[config.mk]
export PLATFORM = sky130hd
export DESIGN_NAME = node_nic
export DESIGN_NICKNAME = d
export VERILOG_FILES = /design/src/rtl/node_nic_pkg.sv /design/src/rtl/node_nic_pkt_fifo.sv /design/src/rtl/node_nic.sv
export SDC_FILE = /design/constraint.sdc
export NUM_CORES = 1
export LEC_CHECK = 0
export CAP_MARGIN = 10
export CORE_UTILIZATION = 58
export DETAILED_ROUTE_END_ITERATION = 6
export HOLD_SLACK_MARGIN = 0.06
export MAX_ROUTING_LAYER = met4
export PLACE_DENSITY = 0.79
export SETUP_SLACK_MARGIN = 0.5
export SYNTH_ARGS = -nofsm -noshare
export SYNTH_HDL_FRONTEND = slang
export SYNTH_SLANG_ARGS = --single-unit
export TNS_END_PERCENT = 10
[constraint.sdc]
create_clock -name clk -period 2.9 [get_ports clk]
set_clock_uncertainty 0.1 [all_clocks]
set_input_delay 0.435 -clock clk [delete_from_list [all_inputs] [get_ports clk]]
set_output_delay 0.435 -clock clk [all_outputs]
set_load 0.02 [all_outputs]
[src/rtl/node_nic_pkg.sv]
// ----------------------------------------------------------------------------
// node_nic_pkg
// Types shared by the node-side NIC and its packet FIFO.
//   pkt_t        32-bit packet: destID[31:28], sourceID[27:24], data[23:0]
//   PKT_BYTES    bytes per packet on the 8-bit link
//   nic_state_t  link FSM states (TX uses IDLE/SEND, RX uses IDLE/RECV)
//   pkt_byte()   selects link byte idx of a packet, byte 0 = bits [31:24]
// ----------------------------------------------------------------------------
package node_nic_pkg;

    localparam int PKT_BYTES = 4;

    // Byte 0 on the link carries destID in its high nibble and this node's
    // sourceID in its low nibble.
    typedef struct packed {
        logic [3:0]  destID;
        logic [3:0]  sourceID;
        logic [23:0] data;
    } pkt_t;

    typedef enum logic [1:0] {
        IDLE = 2'd0,
        SEND = 2'd1,
        RECV = 2'd2
    } nic_state_t;

    function automatic logic [7:0] pkt_byte(input pkt_t p, input logic [1:0] idx);
        logic [31:0] w;
        w = p;
        case (idx)
            2'd0:    return w[31:24];
            2'd1:    return w[23:16];
            2'd2:    return w[15:8];
            default: return w[7:0];
        endcase
    endfunction

endpackage

[src/rtl/node_nic_pkt_fifo.sv]
// ----------------------------------------------------------------------------
// nic_pkt_fifo
// Synchronous pkt_t FIFO, DEPTH entries (power of 2, >= 2).
//   clk, rst_b         clock / asynchronous active-low reset
//   i_wr_en, i_wr_data write port; accepted when not full, or full with a pop
//   i_rd_en, o_rd_data read port; o_rd_data is the head, pop when not empty
//   o_full, o_empty    status
//   o_count            occupancy, $clog2(DEPTH)+1 bits
// ----------------------------------------------------------------------------
module nic_pkt_fifo
    import node_nic_pkg::*;
#(
    parameter int DEPTH = 4
) (
    input  logic                     clk,
    input  logic                     rst_b,
    input  logic                     i_wr_en,
    input  pkt_t                     i_wr_data,
    input  logic                     i_rd_en,
    output pkt_t                     o_rd_data,
    output logic                     o_full,
    output logic                     o_empty,
    output logic [$clog2(DEPTH):0]   o_count
);

    localparam int AW = $clog2(DEPTH);

    pkt_t          r_mem [DEPTH];
    logic [AW-1:0] r_wr_ptr;
    logic [AW-1:0] r_rd_ptr;
    logic [AW:0]   r_count;
    logic          w_do_rd;
    logic          w_do_wr;

    assign o_full    = (r_count == (AW+1)'(DEPTH));
    assign o_empty   = (r_count == '0);
    assign o_count   = r_count;
    assign o_rd_data = r_mem[r_rd_ptr];

    assign w_do_rd = i_rd_en && !o_empty;
    assign w_do_wr = i_wr_en && (!o_full || w_do_rd);

    // Pointers wrap naturally because DEPTH is a power of two.
    // NOTE: state registers use non-blocking (<=) so every flop samples the
    // pre-edge values; blocking here would create order-dependent races.
    always_ff @(posedge clk or negedge rst_b) begin
        if (!rst_b) begin
            r_wr_ptr <= '0;
            r_rd_ptr <= '0;
            r_count  <= '0;
        end else begin
            if (w_do_wr) r_wr_ptr <= r_wr_ptr + 1'b1;
            if (w_do_rd) r_rd_ptr <= r_rd_ptr + 1'b1;
            case ({w_do_wr, w_do_rd})
                2'b10:   r_count <= r_count + 1'b1;
                2'b01:   r_count <= r_count - 1'b1;
                default: r_count <= r_count;
            endcase
        end
    end

    // NOTE: storage is deliberately not reset; empty/count are reset, so stale
    // contents are never observed and the array maps onto plain RAM/flops.
    always_ff @(posedge clk) begin
        if (w_do_wr) r_mem[r_wr_ptr] <= i_wr_data;
    end

endmodule

[src/rtl/node_nic.sv]
// ----------------------------------------------------------------------------
// node_nic
// Node-side NIC for one router port. TX queues packets from the node and
// serialises each as 4 bytes (MSB first) on put/payload_outbound when the
// router signals free_outbound. RX deserialises 4-byte bursts into a queue
// presented to the node with valid/ready.
//   clk, rst_b                         clock / async active-low reset
//   tx_valid, tx_pkt, tx_ready         node -> NIC packet handshake
//   rx_valid, rx_pkt, rx_ready         NIC -> node packet handshake
//   free_outbound, put_outbound,
//   payload_outbound                   outbound byte link to the router
//   free_inbound, put_inbound,
//   payload_inbound                    inbound byte link from the router
//   proto_err                          sticky inbound protocol error
// Build option: NIC_PROTO_CHECK_EN enables the proto_err checker; otherwise
// proto_err is tied low. Abort/ignore handling is identical either way.
// ----------------------------------------------------------------------------
module node_nic
    import node_nic_pkg::*;
#(
    parameter int NODEID  = 0,
    parameter int TXDEPTH = 4,
    parameter int RXDEPTH = 4
) (
    input  logic        clk,
    input  logic        rst_b,
    input  logic        tx_valid,
    input  logic [31:0] tx_pkt,
    output logic        tx_ready,
    output logic        rx_valid,
    output logic [31:0] rx_pkt,
    input  logic        rx_ready,
    input  logic        free_outbound,
    output logic        put_outbound,
    output logic [7:0]  payload_outbound,
    output logic        free_inbound,
    input  logic        put_inbound,
    input  logic [7:0]  payload_inbound,
    output logic        proto_err
);

    localparam int TX_CW = $clog2(TXDEPTH) + 1;
    localparam int RX_CW = $clog2(RXDEPTH) + 1;

    // ---------------- TX path ----------------
    nic_state_t     r_tx_state, w_tx_state_next;
    logic [1:0]     r_tx_cnt;
    pkt_t           r_tx_pkt;
    logic           r_tx_ready;
    logic           r_put_out;
    logic [7:0]     r_payload_out;
    pkt_t           w_tx_in;
    pkt_t           w_tx_head;
    logic           w_tx_push, w_tx_pop, w_tx_full, w_tx_empty;
    logic [TX_CW-1:0] w_tx_count;
    logic [TX_CW:0]   w_tx_occ_next;

    always_comb begin
        w_tx_in          = pkt_t'(tx_pkt);
        w_tx_in.sourceID = 4'(NODEID);
    end

    assign w_tx_push = tx_valid && r_tx_ready && !w_tx_full;

    nic_pkt_fifo #(.DEPTH(TXDEPTH)) u_tx_fifo (
        .clk       (clk),
        .rst_b     (rst_b),
        .i_wr_en   (w_tx_push),
        .i_wr_data (w_tx_in),
        .i_rd_en   (w_tx_pop),
        .o_rd_data (w_tx_head),
        .o_full    (w_tx_full),
        .o_empty   (w_tx_empty),
        .o_count   (w_tx_count)
    );

    // NOTE: combinational blocks assign every output a default first, so no
    // path leaves a signal unassigned and no latch is inferred.
    always_comb begin
        w_tx_state_next = r_tx_state;
        w_tx_pop        = 1'b0;
        case (r_tx_state)
            IDLE: if (!w_tx_empty && free_outbound) begin
                w_tx_state_next = SEND;
                w_tx_pop        = 1'b1;
            end
            SEND: if (r_tx_cnt == 2'(PKT_BYTES - 1)) w_tx_state_next = IDLE;
            default: w_tx_state_next = IDLE;
        endcase
    end

    assign w_tx_occ_next = {1'b0, w_tx_count} + (TX_CW+1)'(w_tx_push) - (TX_CW+1)'(w_tx_pop);

    // Link outputs lag the SEND state by one register stage, which yields the
    // push-to-first-byte latency of two edges and the idle gap between bursts.
    always_ff @(posedge clk or negedge rst_b) begin
        if (!rst_b) begin
            r_tx_state    <= IDLE;
            r_tx_cnt      <= '0;
            r_tx_pkt      <= '0;
            r_tx_ready    <= 1'b0;
            r_put_out     <= 1'b0;
            r_payload_out <= '0;
        end else begin
            r_tx_state <= w_tx_state_next;
            r_tx_ready <= (w_tx_occ_next < (TX_CW+1)'(TXDEPTH));
            if (w_tx_pop) begin
                r_tx_pkt <= w_tx_head;
                r_tx_cnt <= '0;
            end else if (r_tx_state == SEND) begin
                r_tx_cnt <= r_tx_cnt + 1'b1;
            end
            r_put_out     <= (r_tx_state == SEND);
            r_payload_out <= (r_tx_state == SEND) ? pkt_byte(r_tx_pkt, r_tx_cnt) : 8'h00;
        end
    end

    assign tx_ready         = r_tx_ready;
    assign put_outbound     = r_put_out;
    assign payload_outbound = r_payload_out;

    // ---------------- RX path ----------------
    nic_state_t     r_rx_state, w_rx_state_next;
    logic [1:0]     r_rx_cnt;
    logic [31:0]    r_rx_shift;
    logic           r_rx_wr;
    logic           r_free_in;
    logic           w_rx_stage;
    logic           w_rx_pop, w_rx_full, w_rx_empty;
    pkt_t           w_rx_head;
    logic [RX_CW-1:0] w_rx_count;
    logic [RX_CW:0]   w_rx_occ_next;

    assign w_rx_pop = rx_ready && !w_rx_empty;

    nic_pkt_fifo #(.DEPTH(RXDEPTH)) u_rx_fifo (
        .clk       (clk),
        .rst_b     (rst_b),
        .i_wr_en   (r_rx_wr && (!w_rx_full || w_rx_pop)),
        .i_wr_data (pkt_t'(r_rx_shift)),
        .i_rd_en   (w_rx_pop),
        .o_rd_data (w_rx_head),
        .o_full    (w_rx_full),
        .o_empty   (w_rx_empty),
        .o_count   (w_rx_count)
    );

    always_comb begin
        w_rx_state_next = r_rx_state;
        w_rx_stage      = 1'b0;
        case (r_rx_state)
            IDLE: if (put_inbound && r_free_in) w_rx_state_next = RECV;
            RECV: begin
                if (!put_inbound) begin
                    w_rx_state_next = IDLE;
                end else if (r_rx_cnt == 2'(PKT_BYTES - 1)) begin
                    w_rx_state_next = IDLE;
                    w_rx_stage      = 1'b1;
                end
            end
            default: w_rx_state_next = IDLE;
        endcase
    end

    // Occupancy counts the packet staged in r_rx_shift awaiting its queue
    // write, so free_inbound never advertises a slot that is already promised.
    assign w_rx_occ_next = {1'b0, w_rx_count} + (RX_CW+1)'(r_rx_wr)
                         + (RX_CW+1)'(w_rx_stage) - (RX_CW+1)'(w_rx_pop);

    always_ff @(posedge clk or negedge rst_b) begin
        if (!rst_b) begin
            r_rx_state <= IDLE;
            r_rx_cnt   <= '0;
            r_rx_shift <= '0;
            r_rx_wr    <= 1'b0;
            r_free_in  <= 1'b0;
        end else begin
            r_rx_state <= w_rx_state_next;
            r_rx_wr    <= w_rx_stage;
            r_free_in  <= (w_rx_state_next == IDLE) && (w_rx_occ_next < (RX_CW+1)'(RXDEPTH));
            if (r_rx_state == IDLE && put_inbound && r_free_in) begin
                r_rx_shift <= {24'h0, payload_inbound};
                r_rx_cnt   <= 2'd1;
            end else if (r_rx_state == RECV && put_inbound) begin
                r_rx_shift <= {r_rx_shift[23:0], payload_inbound};
                r_rx_cnt   <= r_rx_cnt + 1'b1;
            end
        end
    end

    assign free_inbound = r_free_in;
    assign rx_valid     = !w_rx_empty;
    assign rx_pkt       = w_rx_empty ? 32'h0 : w_rx_head;

    // ---------------- Protocol checker ----------------
`ifdef NIC_PROTO_CHECK_EN
    logic r_proto_err;
    logic w_proto_viol;

    // (a) byte offered while not free in IDLE, (b) burst cut short in RECV.
    assign w_proto_viol = (r_rx_state == IDLE && put_inbound && !r_free_in)
                       || (r_rx_state == RECV && !put_inbound);

    always_ff @(posedge clk or negedge rst_b) begin
        if (!rst_b)            r_proto_err <= 1'b0;
        else if (w_proto_viol) r_proto_err <= 1'b1;
    end

    assign proto_err = r_proto_err;
`else
    assign proto_err = 1'b0;
`endif

endmodule
==> run summary <==
Worst EP required = 2.37 ns
Final Hold Vio Count = 0
Placed cells = 1015
Core area = 22000 um2
H-tree depth = 2
Share of cells above drive strength 1 = 25.6%
Max Transition Viols Final = 0
Failing checks = DRC
Total CTS buffers = 34
Hold path cells = 1
Drt first pass iters = 7
EDFF count, synth = 240
Slowest stage delay, CP = 0.52 ns
Slowest CP cell = mux4_2
Final period utilization = 90.2%
Sequential area share after synthesis = 72.4%
R2R Setup Slk = 0.44 ns
Post-DP HPWL = 13700 um
I/O pins = 91
VDD IR max = 0.000663 V
Hold path endpoint = r_rx_cnt[0]
Hold_sp = r_rx_cnt[0]
Nets = 849
Clock Latency Late Sink = 0.50 ns
Static Leakage = 0.00591 uW
Port-buffer cells = 85
Setup TNS = 0 ns
Ys Warns = 0
Worst Setup SP = u_rx_fifo.r_rd_ptr[0]
Max Fclk = 382 MHz
Initial antenna violation count = 0
Netlist cell types = 41
Iter 0 DRT Violations = 361
Die H = 153 um
Status = finished, violations left
Clk buf depth = 3
First-pass GRT wire length = 39300 um
Worst setup EP type = output pin
Largest net degree at the start of global routing = 47
Gr usage total = 22.9%
Crit start category = register
Routed via count = 6380
Critical path class = reg2out
Cell Chain, Critical Path = buf_12 -> buf_16 -> mux4_2 -> and2_4 -> buf_6
Worst Reg2Reg Path Length in Cells = 8
RSZ-0062 raised after global routing = yes
FF-to-FF End = free_inbound
Worst Tran Pin Value = 0.674 ns
GRT overflow = 0
Final min period = 2.61 ns
Most used DFF post-synth = edfxtp_1
Non-Filler Instances = 1085
Worst path arrival time = 2.08 ns
Slew margin rel. = 55.1%
Async SR Flop Fraction = 27.9%
Buffers and inverters on the worst path = 3
Gpl congestion = 0.740
Die ar. = 23300 um2
N_diodes = 0
Clk root buf = clkbuf_16
Clock slew at reported path FFs = 0.06 ns
Post-Syn Instances = 663
Vias/cell = 5.88
Clk sinks = 333
Synth Register Bits = 333
Worst-path maximum fanout = 8
Vias in the first global route = 6909
CP delay by family, top = multiplexers
CTS tree = done
Layout area overhead = 19.1%
Max-Cap Viols = 0
Worst r2r src = u_rx_fifo.o_count[0]
Synth Area per Inst = 19.9 um2
Routed wire length = 24700 um
Initial Util = 59.8%
Core Rows = 54
Synth Cell Area = 13200 um2
Die X = 153 um
PD cells = 1000 nW/um2
Drt drc = 6
ANT nets after route = 0
Routed wire per std cell = 22.7 um
Final setup viols = 0
Worst min path class = reg2reg
## registers in the layout, summed over array words and instances, names as in the netlist, 3 cells and up
register,count
u_tx_fifo.r_mem,112
u_rx_fifo.r_mem,128
u_rx_fifo.o_count,3
r_tx_pkt,28
payload_outbound,8
u_tx_fifo.o_count,3
r_rx_shift,32
## final cells by class
type | count | area, um2
fillers | 1277 | 6330
clock buffers | 51 | 1120
clock inverters | 11 | 55.1
inverters | 21 | 78.8
well taps | 280 | 350
flip-flops and latches | 333 | 9540
repair buffers | 113 | 1150
multi-input cells | 276 | 3400
## placed cells by master (no fill, tap or decap), types with 12 or more instances in the layout
cell type,instances
edfxtp_1,240
dfrtp_1,92
clkdlybuf4s50_1,51
clkbuf_16,41
and2_1,34
mux4_2,33
mux2_4,28
mux4_1,27
a22o_1,25
ha_1,22
inv_1,21
buf_4,19
and2_4,16
buf_2,16
nand2_1,15
buf_6,14
o21ai_0,12
## metrics by stage
step / hold WS (ns) / total power [uW] / util (%) / setup WS, ns / area, um2
final: 0.383 / 15700 / 71.3 / 0.285 / 15700
after global routing: 0.412 / 16400 / 71.3 / 0.238 / 15700
after CTS: 0.385 / 15800 / 71.2 / 0.301 / 15700
after detailed placement: 0.377 / 11100 / 65.4 / 0.156 / 14400
after global placement: 0.367 / 10900 / 65.4 / 0.295 / 14400
after floorplan: 0.0394 / 9540 / - / 0.626 / 13200
## cell families (layout without fill, tap and decap cells)
logic type	count (synthesis)	count (layout)	share of synthesized area, %
AND/OR/NAND/NOR	84	84	3.65
other	1	2	0.0285
AO/OA/AOI/OAI	53	53	3.23
adder cells (fa/ha/maj)	24	24	2.39
buffers and inverters	55	196	2.22
multiplexers	101	101	15.3
XOR/XNOR	12	12	0.798
flip-flops	333	333	72.4
## synth_stat cells (2+ instances only)
cell type	n	share of area [%]
a222oi_1	4	0.30
inv_1	21	0.60
o21ai_0	12	0.46
nand2_1	15	0.43
mux2_4	28	3.2
and3_1	2	0.095
buf_4	3	0.17
and2_1	50	2.4
edfxtp_1	240	55
xor2_1	5	0.33
ha_1	22	2.1
a21oi_1	2	0.076
or3_1	2	0.095
nor2_1	5	0.14
xnor2_1	7	0.47
fa_1	2	0.30
buf_6	9	0.77
nand4b_1	2	0.13
mux2_2	9	0.77
dfrtp_1	93	18
nor2b_1	2	0.095
mux4_2	33	5.6
clkbuf_1	16	0.46
a22oi_1	4	0.23
mux2i_1	3	0.23
nand3_1	2	0.076
buf_2	6	0.23
a22o_1	25	1.7
mux4_1	27	5.4
## power breakdown
| group | switching, uW | internal [uW] |
|---|---|---|
| Sequential | 563 | 5890 |
| Clock | 1760 | 2690 |
| Combinational | 2260 | 2580 |
| Total | 4580 | 11200 |
## worst max-delay path by stage
stage	slack [ns]	cells after the start	end
after floorplan	0.63	9	free_inbound
after global placement	0.29	9	u_rx_fifo.o_count[2]
after detailed placement	0.16	9	u_rx_fifo.o_count[2]
after CTS	0.30	5	rx_pkt[28]
after global routing	0.24	5	rx_pkt[28]
final	0.29	5	rx_pkt[28]
## per-layer routing
metal	vias to the layer above	wire [um]	GRT usage [%]
met5	-	0	-
met4	0	454	6.30
met3	37	1220	3.87
met2	180	13200	39.9
met1	3332	9770	27.8
li1	2831	-	-
## repair_timing
action,CTS,global route
setup endpoints to repair,35,37
hold endpoints to repair,43,0
gates cloned,3,0
buffers inserted,3,1
resized for setup,174,4
hold buffers,1,0
## worst register-to-register path: cells and delay by family (launching register included)
| family | cells | cell delay [ns] |
|---|---|---|
| simple gates | 3 | 0.95 |
| flops | 1 | 0.44 |
| fa+ha+maj | 2 | 0.44 |
| compound gates | 2 | 0.33 |
| buf+inv | 1 | 0.07 |
(Power assumes the default switching activity.)
